--- src/rtl/wb_arbiter.sv ---
// Two-master Wishbone arbiter: fair tie-break, no preemption, combinational target mux.
// Optional watchdog that errors out a stalled transfer: define WB_ARBITER_TIMEOUT_EN.
module wb_arbiter #(
  parameter int unsigned TIMEOUT = 255
) (
  input  logic        sys_clk,
  input  logic        sys_rst_n,
  input  logic [31:0] wishbone_m1_adr_o,
  input  logic [31:0] wishbone_m2_adr_o,
  input  logic [31:0] wishbone_m1_dat_o,
  input  logic [31:0] wishbone_m2_dat_o,
  input  logic [3:0]  wishbone_m1_sel_o,
  input  logic [3:0]  wishbone_m2_sel_o,
  input  logic        wishbone_m1_we_o,
  input  logic        wishbone_m2_we_o,
  input  logic        wishbone_m1_cyc_o,
  input  logic        wishbone_m2_cyc_o,
  input  logic        wishbone_m1_stb_o,
  input  logic        wishbone_m2_stb_o,
  output logic [31:0] wishbone_m1_dat_i,
  output logic [31:0] wishbone_m2_dat_i,
  output logic        wishbone_m1_ack_i,
  output logic        wishbone_m2_ack_i,
  output logic        wishbone_m1_err_i,
  output logic        wishbone_m2_err_i,
  output logic [31:0] wishbone_s_adr_i,
  output logic [31:0] wishbone_s_dat_i,
  output logic [3:0]  wishbone_s_sel_i,
  output logic        wishbone_s_we_i,
  output logic        wishbone_s_cyc_i,
  output logic        wishbone_s_stb_i,
  input  logic [31:0] wishbone_s_dat_o,
  input  logic        wishbone_s_ack_o
);

  typedef enum logic [1:0] {
    IDLE = 2'd0,
    GNT1 = 2'd1,
    GNT2 = 2'd2
  } state_e;

  state_e state_q;
  logic   last_m2_q;
  logic   gnt1;
  logic   gnt2;
  logic   gnt_cyc;
  logic   gnt_stb;
  logic   timeout;

  assign gnt1    = (state_q == GNT1);
  assign gnt2    = (state_q == GNT2);
  assign gnt_cyc = (gnt1 & wishbone_m1_cyc_o) | (gnt2 & wishbone_m2_cyc_o);
  assign gnt_stb = (gnt1 & wishbone_m1_stb_o) | (gnt2 & wishbone_m2_stb_o);

  // Ties go to whichever master was not served last; a grant is held until its cyc drops.
  always_ff @(posedge sys_clk or negedge sys_rst_n) begin
    if (!sys_rst_n) begin
      state_q   <= IDLE;
      last_m2_q <= 1'b1;
    end else begin
      case (state_q)
        IDLE: begin
          if (wishbone_m1_cyc_o && (!wishbone_m2_cyc_o || last_m2_q)) state_q <= GNT1;
          else if (wishbone_m2_cyc_o)                                  state_q <= GNT2;
        end
        GNT1: begin
          if (!wishbone_m1_cyc_o) begin
            last_m2_q <= 1'b0;
            state_q   <= wishbone_m2_cyc_o ? GNT2 : IDLE;
          end
        end
        GNT2: begin
          if (!wishbone_m2_cyc_o) begin
            last_m2_q <= 1'b1;
            state_q   <= wishbone_m1_cyc_o ? GNT1 : IDLE;
          end
        end
        default: state_q <= IDLE;
      endcase
    end
  end

  // TIMEOUT must lie in 1..65535; anything else has no meaningful watchdog limit.
  if (TIMEOUT == 0 || TIMEOUT > 65535) begin : g_timeout_out_of_range
  end

`ifdef WB_ARBITER_TIMEOUT_EN
  localparam logic [15:0] TimeoutLimit = TIMEOUT[15:0];

  logic [15:0] wdog_q;

  assign timeout = (gnt1 | gnt2) && (wdog_q == TimeoutLimit);

  always_ff @(posedge sys_clk or negedge sys_rst_n) begin
    if (!sys_rst_n)                                        wdog_q <= '0;
    else if (!gnt_cyc || wishbone_s_ack_o || timeout)      wdog_q <= '0;
    else if (gnt_stb)                                      wdog_q <= wdog_q + 16'd1;
  end
`else
  assign timeout = 1'b0;
`endif

  assign wishbone_s_adr_i = gnt1 ? wishbone_m1_adr_o : (gnt2 ? wishbone_m2_adr_o : '0);
  assign wishbone_s_dat_i = gnt1 ? wishbone_m1_dat_o : (gnt2 ? wishbone_m2_dat_o : '0);
  assign wishbone_s_sel_i = gnt1 ? wishbone_m1_sel_o : (gnt2 ? wishbone_m2_sel_o : '0);
  assign wishbone_s_we_i  = (gnt1 & wishbone_m1_we_o) | (gnt2 & wishbone_m2_we_o);
  assign wishbone_s_cyc_i = gnt_cyc & ~timeout;
  assign wishbone_s_stb_i = gnt_stb & ~timeout;

  // Read data is shared by both masters; only the grant owner sees ack or err.
  assign wishbone_m1_dat_i = sys_rst_n ? wishbone_s_dat_o : '0;
  assign wishbone_m2_dat_i = sys_rst_n ? wishbone_s_dat_o : '0;
  assign wishbone_m1_ack_i = gnt1 & wishbone_s_ack_o;
  assign wishbone_m2_ack_i = gnt2 & wishbone_s_ack_o;
  assign wishbone_m1_err_i = gnt1 & timeout;
  assign wishbone_m2_err_i = gnt2 & timeout;

endmodule

--- config.mk ---
export PLATFORM = sky130hd
export DESIGN_NAME = wb_arbiter
export DESIGN_NICKNAME = d
export VERILOG_FILES = /design/src/rtl/wb_arbiter.sv
export SDC_FILE = /design/constraint.sdc
export NUM_CORES = 1
export LEC_CHECK = 0
export CAP_MARGIN = 25
export CORE_AREA = 2 2 122 124
export DETAILED_ROUTE_END_ITERATION = 6
export DIE_AREA = 0 0 124 126
export GPL_TIMING_DRIVEN = 0
export PLACE_DENSITY = 0.57
export SYNTH_ARGS = -nofsm -noshare
export SYNTH_HDL_FRONTEND = slang
export SYNTH_SLANG_ARGS = --single-unit
--- constraint.sdc ---
create_clock -name sys_clk -period 1.35 [get_ports sys_clk]
set_input_delay 0.2025 -clock sys_clk [delete_from_list [all_inputs] [get_ports sys_clk]]
set_output_delay 0.2025 -clock sys_clk [all_outputs]
set_load 0.1 [all_outputs]
Word-level counts from Yosys, hierarchy flattened
Cells that the tools add are included.
{ "classes": {"eq_ne": 5, "n_mux": 17, "n_bitwise": 11, "reduce_logical": 7} }
{ "op_table": {"columns": ["cell", "n"], "rows": [
  ["$mux 32", 5],
  ["$mux 2", 5],
  ["$and 1x1->1", 8],
  ["$mux 4", 2],
  ["$pmux 2 s3", 1],
  ["$reduce_and 3->1", 2],
  ["$ne 2x2->1 const B", 2],
  ["$mux 1", 3],
  ["$ne 3x3->1 const B", 1],
  ["$or 1x1->1", 3],
  ["$eq 2x1->1 const B", 1],
  ["$eq 2x2->1 const B", 1],
  ["$logic_not 2->1", 1],
  ["$pmux 1 s2", 1],
  ["$reduce_bool 2->1", 1],
  ["$logic_and 1x1->1", 1],
  ["$logic_not 1->1", 1],
  ["$logic_or 1x1->1", 1]
]} }
{ "word_totals": {"register_bits": 3} }

Logic depth before layout (Yosys ltp)
{ "depth": {"depth_word": 5, "ltp_mapped": 4, "ltp_nobuf": 3} }

Worst setup path after synthesis
No wires, ideal clock.
{ "synth_timing": {"path_type": "flip-flop to output port", "startpoint": "register state_q[1]", "endpoint": "output port wishbone_s_adr_i[0]", "arrival_ns": 1.608, "path_slack_ns": -0.461, "path_stages_with_launch": 5, "path_buffers": 2, "cell_sequence": "dfrtp_1 nor2b_1 buf_4 buf_6 a22o_1"} }
{ "synth_between": {"elab_chain_len": 3} }
{ "synth_lines": {"columns": ["element", "line", "rtl"], "rows": [
  ["from (decl)", "42", "state_e state_q;"],
  ["from (signal assigned)", "69", "state_q <= wishbone_m2_cyc_o ? GNT2 : IDLE;"],
  ["from (signal assigned)", "75", "state_q <= wishbone_m1_cyc_o ? GNT1 : IDLE;"],
  ["$eq 2x2->1", "51", "assign gnt2 = (state_q == GNT2);"],
  ["$mux 32", "103", "assign wishbone_s_adr_i = gnt1 ? wishbone_m1_adr_o : (gnt2 ? wishbone_m2_adr_o : '0);"],
  ["$mux 32 (*)", "103", null],
  ["to (decl)", "26", "output logic [31:0] wishbone_s_adr_i,"]
]} }
Every way passes the cells marked *; elsewhere a longest branch is shown, timed or not.

Worst setup path after layout
{ "layout_timing": {"startpoint": "register state_q[1]", "endpoint": "output port wishbone_s_dat_i[19]"} }
{ "layout_between": {"elab_chain_len": 3} }
{ "layout_lines": {"columns": ["element", "line", "rtl"], "rows": [
  ["$eq 2x2->1", "51", null],
  ["$mux 32", "104", "assign wishbone_s_dat_i = gnt1 ? wishbone_m1_dat_o : (gnt2 ? wishbone_m2_dat_o : '0);"],
  ["$mux 32 (*)", "104", null],
  ["to (decl)", "27", "output logic [31:0] wishbone_s_dat_i,"]
]} }
Marked as above.

==> metrics.yaml <==
start_kind: "flop"
top_usage_layer: "met2"
reg2reg_from: "state_q[0]"
crit_path_max_fanout: 10
grt_usage_pct: 13.7
drive_above_1_share_pct: 62.1
antenna_found_initial: 0
syn_inst: 174
met2_usage_pct: 26.6
cp.required_ns: 1.15
setup_viol: 73
clock_path_buffers: 2
rows: 44
maxCapViolations: 0
total_power_w: 0.00842
critical_path.max_stage_delay_ns: 0.42
cp-end-kind: "primary output"
slew_viol_final: 0
antenna_cells: 0
grt_use_met1_pct: 14.8
synth_edf_count: 0
drc: 0
numCtsBuffers: 3
start_util_pct: 9.72
crit_path_start: "state_q[1]"
port_buffers: 313
p_leak_nw: 3.01
crit_top_cell: "buf_12"
synth_commonest_cells: "a22o_1 (71), buf_4 (42), and2_1 (35)"
pin_count: 316
synth.largest_area_cell: "a22o_1"
dieArea_um2: 15600
routed_wl_um: 11400
cp_cell_sequence: "nor2b_4 > buf_12 > buf_8 > a22o_4 > buf_12"
ys_warn_count: 0
drt_iter0_markers: 53
wl_per_cell_um: 16.7
grt_pass1_vias: 3001
synth_cell_types: 16
timing.final.crit_period_ns: 1.73
synth_top_area_share_pct: 44.7
power_density_nw_per_um2: 1250
synth-seq-cells: 3
grt_use_met3_pct: 2.85
htreeDepth: 1
cts_num_sinks: 3
clockRootBuffer: "clkbuf_16"
clock_latency_ns: 0.23
rsz0062_at_grt: "true"
finalWorstSetupSlack_ns: -0.378
first_pass_iters: 4
clkTransAtPathRegs_ns: 0.03
place_inst: 672
coreArea_um2: 14300
vdd_drop_max_mv: 0.718
area_growth_pct: 384
grt_pass1_wl_um: 16600
cp_slowest_cell: "dfrtp_2"
outcome: "finished with violations"
critPathArrivalTime_ns: 1.53
finClkSkew_ns: 0.000358
syn_area_um2: 1390
layout.nets: 677
fmax_mhz: 579
fin_cells: 683
hp-class: "in -> async"
cts_tree: "built"
async_reset_ff_share_pct: 100
setup.worst_path.class: "reg -> out"
die_y_um: 126
synth_area_leaders: "a22o_1 (45%), buf_4 (23%), and2_1 (16%), buf_6 (5.7%), dfrtp_1 (3.6%)"
synth_flop_cell: "dfrtp_1"
antenna_left: 0
fin_crit_sh_pct: 128
finish.instance_area_um2: 6730
finalHoldViolations: 0
violations: "negative setup slack"
chipWidth_um: 124
syn-mean-instance-area_um2: 8.00
yosys.cell_count.top_type: "a22o_1"
n_fill_cell: 1284
num_vias: 2688
place.gp.congestion: 0.818
dp_hpwl_um: 9240
post_dp_cell_area_um2: 5570
grt_max_degree: 11
avgViaCountPerCell: 3.94
grt_overflow_total: 0
ys_seq_area_share_pct: 5.49
routing by layer:
metal / wire, µm / up-vias
met5: 0 / -
met4: 188 / 0
met3: 1030 / 13
met2: 6390 / 150
met1: 3790 / 1253
li1: - / 1272
power breakdown:
| part | total (W) | internal (W) | switching (W) |
|---|---|---|---|
| logic | 0.00779 | 0.00316 | 0.00463 |
| clock network | 0.000487 | 0.000391 | 0.0000964 |
| registers | 0.000142 | 0.000119 | 0.0000237 |
| total | 0.00842 | 0.00367 | 0.00475 |
final cells by class:
cell class	instances	area (µm²)	area share [%]
Inverter	1	3.75	0.0558
Sequential cell	3	78.8	1.17
Clock buffer	4	78.8	1.17
Tap cell	184	230	3.42
Multi-Input combinational cell	118	1620	24.1
Buffer	52	622	9.24
Timing Repair Buffer	321	4090	60.8
stage by stage:
step           setup WS, ns  hold slack, ns  utilization, %  TNS, ns
3_3_place_gp          -1.57           0.456            38.9  -178.81
3_5_place_dp          -1.60           0.455            38.9  -182.46
2_1_floorplan        -0.217         -0.0931               -    -7.60
4_1_cts              -0.398          0.0921            45.5   -27.55
5_1_grt              -0.409           0.107            47.0   -28.75
6_report             -0.378          0.0908            47.0   -26.39
timing repair:
| action | 4_1_cts | 5_1_grt |
|---|---|---|
| pin swaps | 4 | 2 |
| endpoints found under the hold margin | 2 | 0 |
| endpoints found under the setup margin | 137 | 100 |
| gates cloned | 1 | 0 |
| gates resized for setup | 1112 | 48 |
| hold buffers | 1 | 0 |
| setup buffers | 5 | 2 |
worst max-delay path: cells and delay by family, from the launching register on:
family	cells	cell delay (ns)
AO/OA/AOI/OAI	1	0.26
buffers and inverters	3	0.45
flip-flops	1	0.42
AND/OR/NAND/NOR	1	0.15
cells in the final DEF, fill, tap and decap left out, types with 2 or more instances in the layout:
cell type / n
a22o_4: 71
and2_2: 2
and2_4: 32
buf_12: 96
buf_4: 53
buf_6: 21
buf_8: 23
clkbuf_16: 3
clkbuf_8: 3
clkdlybuf4s50_1: 175
conb_1: 2
dfrtp_2: 2
nor2_1: 2
nor2b_4: 2
o21ai_0: 2
worst paths after layout:
kind | cells after the start | to | slack [ns]
min reg2reg | 2 | last_m2_q | 0.56
min | 1 | last_m2_q | 0.09
max reg2reg | 4 | state_q[0] | 0.29
min in group sys_clk | 2 | last_m2_q | 0.56
max in group asynchronous | 2 | state_q[1] | 0.70
max | 5 | wishbone_s_dat_i[19] | -0.38
registers in the layout (all words and copies together) (netlist names):
| name | cells |
|---|---|
| last_m2_q | 1 |
| state_q | 2 |
cell families after synthesis:
group	share of synthesized area, %
AO/OA/AOI/OAI	46.9
buffers and inverters	29.8
AND/OR/NAND/NOR	17.6
flip-flops	5.49
other	0.270
No activity file was read; power rests on OpenSTA's default activity.
